===== src/rtl/contador_pkg.sv =====
// Shared definitions for the contador counter family.
// Contents:
//   clog2()            ceiling log2 of a positive integer, 0 for 1
//   CONTADOR_MIN_BITS  smallest legal counter width
//   CONTADOR_MAX_BITS  largest legal counter width
//   DIR_UP / DIR_DOWN  encodings of the Up input
package contador_pkg;

  localparam int CONTADOR_MIN_BITS = 2;
  localparam int CONTADOR_MAX_BITS = 32;

  localparam logic DIR_UP   = 1'b1;
  localparam logic DIR_DOWN = 1'b0;

  // Number of bits needed to hold the values 0..v-1.
  function automatic int clog2(input int v);
    int r;
    int x;
    r = 0;
    x = v - 1;
    while (x > 0) begin
      r = r + 1;
      x = x >> 1;
    end
    return r;
  endfunction

endpackage


===== src/rtl/contador_prescaler.sv =====
// Step-tick prescaler for contador_mod.
// Counts enabled cycles 0..PRESCALE-1 and raises tick on the last one, at
// which point the internal count wraps to 0. Holds while Enable is low.
// Ports:
//   NEclk   in  clock, state updates on the falling edge
//   Nreset  in  asynchronous active-low reset
//   Enable  in  count enable
//   Clear   in  synchronous zeroing (the top drives Clear | Load here)
//   tick    out combinational: Enable and prescaler at its last value
module contador_prescaler
  import contador_pkg::*;
#(
  parameter int PRESCALE = 1
) (
  input  logic NEclk,
  input  logic Nreset,
  input  logic Enable,
  input  logic Clear,
  output logic tick
);

  localparam int W = (clog2(PRESCALE) < 1) ? 1 : clog2(PRESCALE);
  localparam logic [W-1:0] LAST = W'(PRESCALE - 1);
  localparam logic [W-1:0] ONE  = W'(1);

  logic [W-1:0] pre_cnt;
  logic         at_last;

  assign at_last = (pre_cnt == LAST);
  assign tick    = Enable & at_last;

  always_ff @(negedge NEclk or negedge Nreset) begin
    if (!Nreset) begin
      pre_cnt <= '0;
    end else if (Clear) begin
      pre_cnt <= '0;
    end else if (Enable) begin
      if (at_last) pre_cnt <= '0;
      else         pre_cnt <= pre_cnt + ONE;
    end
  end

endmodule


===== src/rtl/contador_mod.sv =====
// Programmable-modulus up/down counter with synchronous clear and load and a
// registered terminal-count pulse for cascading digit/timebase stages.
// Counts 0..Modulus-1 (Modulus=0 selects the full 2^BITS range). All state
// changes on the falling edge of NEclk.
// Configuration macro: CONTADOR_PRESCALE_EN -- when defined, a prescaler
// divides Enable so that one step happens every PRESCALE enabled cycles.
// Ports:
//   NEclk      in  clock, falling-edge active
//   Nreset     in  asynchronous active-low reset
//   Enable     in  count enable
//   Clear      in  synchronous clear (highest synchronous priority)
//   Load       in  synchronous load of LoadValue (no range check)
//   LoadValue  in  value for Load
//   Up         in  1 = up, 0 = down
//   Modulus    in  count range; 0 = full range
//   count      out registered count
//   tc         out registered terminal-count pulse, one cycle per wrap
module contador_mod
  import contador_pkg::*;
#(
  parameter int BITS     = 29,
  parameter int PRESCALE = 1
) (
  input  logic            NEclk,
  input  logic            Nreset,
  input  logic            Enable,
  input  logic            Clear,
  input  logic            Load,
  input  logic [BITS-1:0] LoadValue,
  input  logic            Up,
  input  logic [BITS-1:0] Modulus,
  output logic [BITS-1:0] count,
  output logic            tc
);

  localparam logic [BITS-1:0] ONE = BITS'(1);

  if (BITS < CONTADOR_MIN_BITS || BITS > CONTADOR_MAX_BITS) begin : g_bad_bits
    $error("contador_mod: BITS out of range");
  end
  if (PRESCALE < 1 || PRESCALE > 65536) begin : g_bad_prescale
    $error("contador_mod: PRESCALE out of range");
  end

  logic            tick;
  logic [BITS-1:0] top_val;
  logic [BITS-1:0] next_count;
  logic            next_tc;

`ifdef CONTADOR_PRESCALE_EN
  // Load also restarts the prescaler period.
  contador_prescaler #(
    .PRESCALE (PRESCALE)
  ) u_prescaler (
    .NEclk  (NEclk),
    .Nreset (Nreset),
    .Enable (Enable),
    .Clear  (Clear | Load),
    .tick   (tick)
  );
`else
  assign tick = 1'b1;
`endif

  // Highest legal count; Modulus=0 wraps naturally to all-ones.
  assign top_val = (Modulus == '0) ? '1 : (Modulus - ONE);

  always_comb begin
    next_count = count;
    next_tc    = 1'b0;
    if (Clear) begin
      next_count = '0;
    end else if (Load) begin
      next_count = LoadValue;
    end else if (Enable && tick) begin
      if (Up == DIR_UP) begin
        // >= rather than == so an out-of-range value wraps on the next step.
        if (count >= top_val) begin
          next_count = '0;
          next_tc    = 1'b1;
        end else begin
          next_count = count + ONE;
        end
      end else begin
        if (count == '0) begin
          next_count = top_val;
          next_tc    = 1'b1;
        end else if (count > top_val) begin
          // Out of range going down: snap into range without a wrap pulse.
          next_count = top_val;
        end else begin
          next_count = count - ONE;
        end
      end
    end
  end

  always_ff @(negedge NEclk or negedge Nreset) begin
    if (!Nreset) begin
      count <= '0;
      tc    <= 1'b0;
    end else begin
      count <= next_count;
      tc    <= next_tc;
    end
  end

endmodule


===== config.mk =====
export PLATFORM = sky130hd
export DESIGN_NAME = contador_mod
export DESIGN_NICKNAME = d
export VERILOG_FILES = /design/src/rtl/contador_pkg.sv /design/src/rtl/contador_prescaler.sv /design/src/rtl/contador_mod.sv
export SDC_FILE = /design/constraint.sdc
export NUM_CORES = 1
export LEC_CHECK = 0
export ABC_AREA = 1
export ABC_CLOCK_PERIOD_IN_PS = 4420
export BUFFER_PORTS_ARGS = -buffer_cell sky130_fd_sc_hd__buf_2
export CAP_MARGIN = 20
export CELL_PAD_IN_SITES_DETAIL_PLACEMENT = 2
export CELL_PAD_IN_SITES_GLOBAL_PLACEMENT = 2
export CORE_AREA = 2 2 134 136
export CTS_CLUSTER_SIZE = 25
export DETAILED_ROUTE_END_ITERATION = 10
export DIE_AREA = 0 0 136 138
export PLACE_DENSITY_LB_ADDON = 0.12
export SYNTH_ARGS = -nofsm -noshare
export SYNTH_HDL_FRONTEND = slang
export SYNTH_SLANG_ARGS = --single-unit

===== constraint.sdc =====
create_clock -name NEclk -period 4.42 [get_ports NEclk]
set_clock_uncertainty 0.15 [all_clocks]
set_input_delay 0.442 -clock NEclk [delete_from_list [all_inputs] [get_ports NEclk]]
set_output_delay 0.442 -clock NEclk [all_outputs]
set_load 0.02 [all_outputs]

==> results.sh, run 1 <==
export IMPL_cts_max_path_buffers=2
export IMPL_avgSynthCellArea_um2=5.60
export IMPL_cts_made_buffers=5
export IMPL_htreeDepth=2
export IMPL_row_count=49
export IMPL_die_w_um=136
export IMPL_firstError="[ERROR DPL-0033] detailed placement checks failed during check placement."
export IMPL_ys_seq_elements=30
export IMPL_placed_area_um2=7260
export IMPL_yosys_most_used_dff="dfrtn_1"
export IMPL_ys_warnings_count=0
export IMPL_die_h_um=138
export IMPL_ys_seq_area_share_pct=13.7
export IMPL_synth_largest_area_cell="nand2_1"
export IMPL_netlist_cell_type_count=42
export IMPL_synth_area_leaders="nand2_1 20%, dfrtn_1 14%, nor2_1 9.1%"
export IMPL_synth_edf_count=0
export IMPL_cts_hold_fix_buffers=0
export IMPL_cts_resized=199
export IMPL_io_buffer_count=93
export IMPL_start_util_pct=31.3
export IMPL_synth_top_cell_area_share_pct=20.2
export IMPL_top_level_ports=94
export IMPL_async_flop_share_pct=100
export IMPL_dpl_hpwl_um=24700
export IMPL_outcome="aborted with a tool error"
export IMPL_synthCells=981
export IMPL_numClockSinks=30
export IMPL_synth_area_um2=5490
export IMPL_cts_root_buf="clkbuf_16"
export IMPL_cts_setup_buffers=28
export IMPL_gpl_final_weighted_congestion=0.948
export IMPL_haltStage="clock tree synthesis (4_1_cts)"
export IMPL_syn_nets=1078
-- through the flow --
stage          util [%]  setup WS (ns)  cells
2_1_floorplan         -         -0.902    981
3_3_place_gp       41.4          -1.68   1405
3_5_place_dp       41.4          -1.93   1405
-- synth_stat cells, types with 2 or more instances --
library cell and number:
nand3b_4 2, inv_2 9, buf_6 7, nand3_1 87, nand4_1 17, o21ai_2 2
nand3b_1 3, nor3_1 22, o21ai_1 21, buf_4 3, nor2_2 11, o21ai_0 43
nor2_4 8, buf_2 14, nand2_2 7, nor2_1 133, or2_2 2, dfrtn_1 30
xor2_1 38, xnor2_1 3, inv_1 123, clkbuf_1 13, a21o_1 2, a21oi_1 34
ha_1 33, nand2_1 295, nor3_2 4
-- logic make-up after synthesis --
group / count (synthesis) / synth area share, %
and+or+nand+nor: 601 / 49.0
buffers and inverters: 170 / 13.1
AOI/OAI and AO/OA: 106 / 10.1
xor gates and xnor gates: 41 / 6.54
adders and majority gates: 33 / 7.52
DFF: 30 / 13.7
==> run 2, diff against run 1 <==
--- a/config.mk
+++ b/config.mk
@@ -9,13 +9,10 @@
 export ABC_CLOCK_PERIOD_IN_PS = 4420
 export BUFFER_PORTS_ARGS = -buffer_cell sky130_fd_sc_hd__buf_2
 export CAP_MARGIN = 20
-export CELL_PAD_IN_SITES_DETAIL_PLACEMENT = 2
-export CELL_PAD_IN_SITES_GLOBAL_PLACEMENT = 2
-export CORE_AREA = 2 2 134 136
-export CTS_CLUSTER_SIZE = 25
+export CORE_AREA = 2 2 152 154
 export DETAILED_ROUTE_END_ITERATION = 10
-export DIE_AREA = 0 0 136 138
-export PLACE_DENSITY_LB_ADDON = 0.12
+export DIE_AREA = 0 0 154 156
+export PLACE_DENSITY_LB_ADDON = 0.15
 export SYNTH_ARGS = -nofsm -noshare
 export SYNTH_HDL_FRONTEND = slang
 export SYNTH_SLANG_ARGS = --single-unit
==> run 2 against run 1 <==
  * The flow now finishes, with violations (negative setup slack)
  * Synthesized cell count is the same
  * Synthesized area is the same
==> results.sh, run 2 <==
export IMPL_outcome="complete, but fails checks"
export IMPL_violations="negative setup slack"
export IMPL_dr_pass1_iters=6
export IMPL_synthCells=981
export IMPL_slew_violations=0
export IMPL_grt_max_degree=31
export IMPL_netlist_cell_type_count=42
export IMPL_top_regs="count x29, tc x1"
export IMPL_first_iter_violations=460
export IMPL_required_ns=2.20
export IMPL_worst_path_max_delay_cell="ha_1"
export IMPL_vdd_drop_max_v=0.000110
export IMPL_leakage_uw=0.00434
export IMPL_cpMostUsedCell="nand2_1"
export IMPL_cts_tree="built"
export IMPL_arrival_ns=3.29
export IMPL_numClockSinks=30
export IMPL_die_h_um=156
export IMPL_nets=1303
export IMPL_globalRouteOverflowTotal=0
export IMPL_row_count=55
export IMPL_whs_ns=0.480
export IMPL_clock_latency_ns=0.31
export IMPL_worst_slack_ns=-1.09
export IMPL_grt_use_total_pct=20.7
export IMPL_wl_met2_um=11900
export IMPL_startpoint="Modulus[10]"
export IMPL_tightest_slew_ns=0.853
export IMPL_synth_area_leaders="nand2_1 20%, dfrtn_1 14%, nor2_1 9.1%"
export IMPL_cts_root_buf="clkbuf_16"
export IMPL_min_delay_start="count[0]"
export IMPL_diodes=0
export IMPL_via_per_inst=4.68
export IMPL_io_buffer_count=93
export IMPL_area_growth_pct=52.2
export IMPL_drt_wl_total_um=25500
export IMPL_dpl_hpwl_um=19700
export IMPL_timing_rr_start="count[0]"
export IMPL_htreeDepth=2
export IMPL_core_area_um2=22400
export IMPL_synth_edf_count=0
export IMPL_gpl_final_weighted_congestion=0.917
export IMPL_place_ws_ns=-1.59
export IMPL_powerDensity_nw_per_um2=192
export IMPL_clkTransAtPathRegs_ns=0.04
export IMPL_synth_largest_area_cell="nand2_1"
export IMPL_fillerInstances=2470
export IMPL_setup_violations=30
export IMPL_top_register="count"
export IMPL_cp_start_kind="input pin"
export IMPL_grt_setup_unrepaired="true"
export IMPL_min_path_type="flop to flop"
export IMPL_synth_top_cell_area_share_pct=20.2
export IMPL_die_area_um2=24000
export IMPL_top_level_ports=94
export IMPL_criticalPathCategory="input pin to flop"
export IMPL_ys_seq_elements=30
export IMPL_syn_nets=1078
export IMPL_worst_path_largest_cell_delay_ns=0.31
export IMPL_fin_setup_tns_ns=-30.86
export IMPL_cts_max_path_buffers=2
export IMPL_die_w_um=154
export IMPL_critPathMaxFanout=7
export IMPL_relSlewSlack_pct=43.1
export IMPL_largest_reg_flops=29
export IMPL_ant_nets=0
export IMPL_highest_layer="met4"
export IMPL_grt_pass1_wl_um=38200
export IMPL_drc=0
export IMPL_grt_pass1_vias=6733
export IMPL_yosys_most_used_dff="dfrtn_1"
export IMPL_synth_most_common_cell="nand2_1"
export IMPL_async_flop_share_pct=100
export IMPL_cts_made_buffers=5
export IMPL_antenna_found_initial=0
export IMPL_cp_end_kind="flop"
export IMPL_wl_met3_um=1030
export IMPL_finalHoldViolCount=0
export IMPL_num_vias=6978
export IMPL_layout_common_cells="265 x nand2_1, 144 x buf_4, 108 x inv_1"
export IMPL_drive_gt1_share_pct=36.9
export IMPL_ys_seq_area_share_pct=13.7
export IMPL_synth_area_um2=5490
export IMPL_drt_met1_wl_um=12000
export IMPL_cts_hold_fix_buffers=0
export IMPL_layout_commonest_cell="nand2_1"
export IMPL_start_util_pct=24.5
export IMPL_cap_viol_max_count=0
export IMPL_avgSynthCellArea_um2=5.60
export IMPL_ys_warnings_count=0
export IMPL_drt_wirelength_per_cell_um=17.1
export IMPL_synth_common_cells="295 x nand2_1, 133 x nor2_1, 123 x inv_1"
run 2: cell counts after synthesis:
No cell type changed its count.
run 2: repair_timing:
item / in CTS / in global routing
pin swaps: 31 / 50
hold endpoints to repair: 0 / 0
gates resized for setup: 101 / 62
endpoints found under the setup margin: 30 / 30
cloned: 2 / 4
setup buffers: 12 / 4
run 2: kinds of logic (layout without fill, tap and decap cells):
logic type               after synthesis  after routing  synth area share (%)
AO/OA/AOI/OAI                        106            106                  10.1
flip-flops                            30             30                  13.7
XOR/XNOR                              41             41                  6.54
adder cells (fa/ha/maj)               33             33                  7.52
buffers and inverters                170            393                  13.1
AND/OR/NAND/NOR                      601            603                  49.0
run 2: final timing paths:
kind	slack, ns	end	cells past startpoint
setup / recovery	-1.09	count[15]	25
hold / removal	0.48	count[0]	2
setup reg to reg	1.55	count[4]	12
hold reg to reg	0.48	count[0]	2
max in group asynchronous	1.36	count[11]	1
min in group asynchronous	2.18	count[13]	1
run 2: layout make-up:
type / count / area (µm²) / share of cell area [%]
clock buffers: 7 / 133 / 1.59
inverters: 132 / 533 / 6.38
multi-input cells: 783 / 4750 / 56.9
flip-flops and latches: 30 / 751 / 8.99
well taps: 285 / 357 / 4.27
repair buffers: 254 / 1820 / 21.8
run 2: critical path: cells and delay by family:
kind	cells	cell delay [ns]
xor+xnor	1	0.24
buf+inv	5	0.60
fa+ha+maj	1	0.31
simple gates	17	1.65
compound gates	1	0.06
run 2: where the power goes:
| group | switching, µW | total [µW] | leakage [µW] | internal (µW) |
|---|---|---|---|---|
| combinational | 542 | 909 | 0.00388 | 367 |
| sequential | 44.6 | 345 | 0.000399 | 300 |
| clock | 140 | 347 | 0.0000640 | 206 |
run 2: per-layer routing:
layer  vias to the layer above  track usage, %
met5                         -               0
met4                         0            5.74
met3                        34            1.50
met2                       201            35.0
met1                      3176            28.3
li1                       3567               -
run 2: through the flow:
| stage | total power [µW] | area (µm²) | cells | utilization, % |
|---|---|---|---|---|
| 2_1_floorplan | 816 | 5670 | 981 | - |
| 3_3_place_gp | 1140 | 7370 | 1464 | 33.0 |
| 3_5_place_dp | 1140 | 7370 | 1464 | 33.0 |
| 4_1_cts | 1550 | 8040 | 1485 | 36.0 |
| 5_1_grt | 1710 | 8350 | 1491 | 37.3 |
| 6_report | 1600 | 8350 | 1491 | 37.3 |
Note: power is estimated with default switching activity, not from simulation.
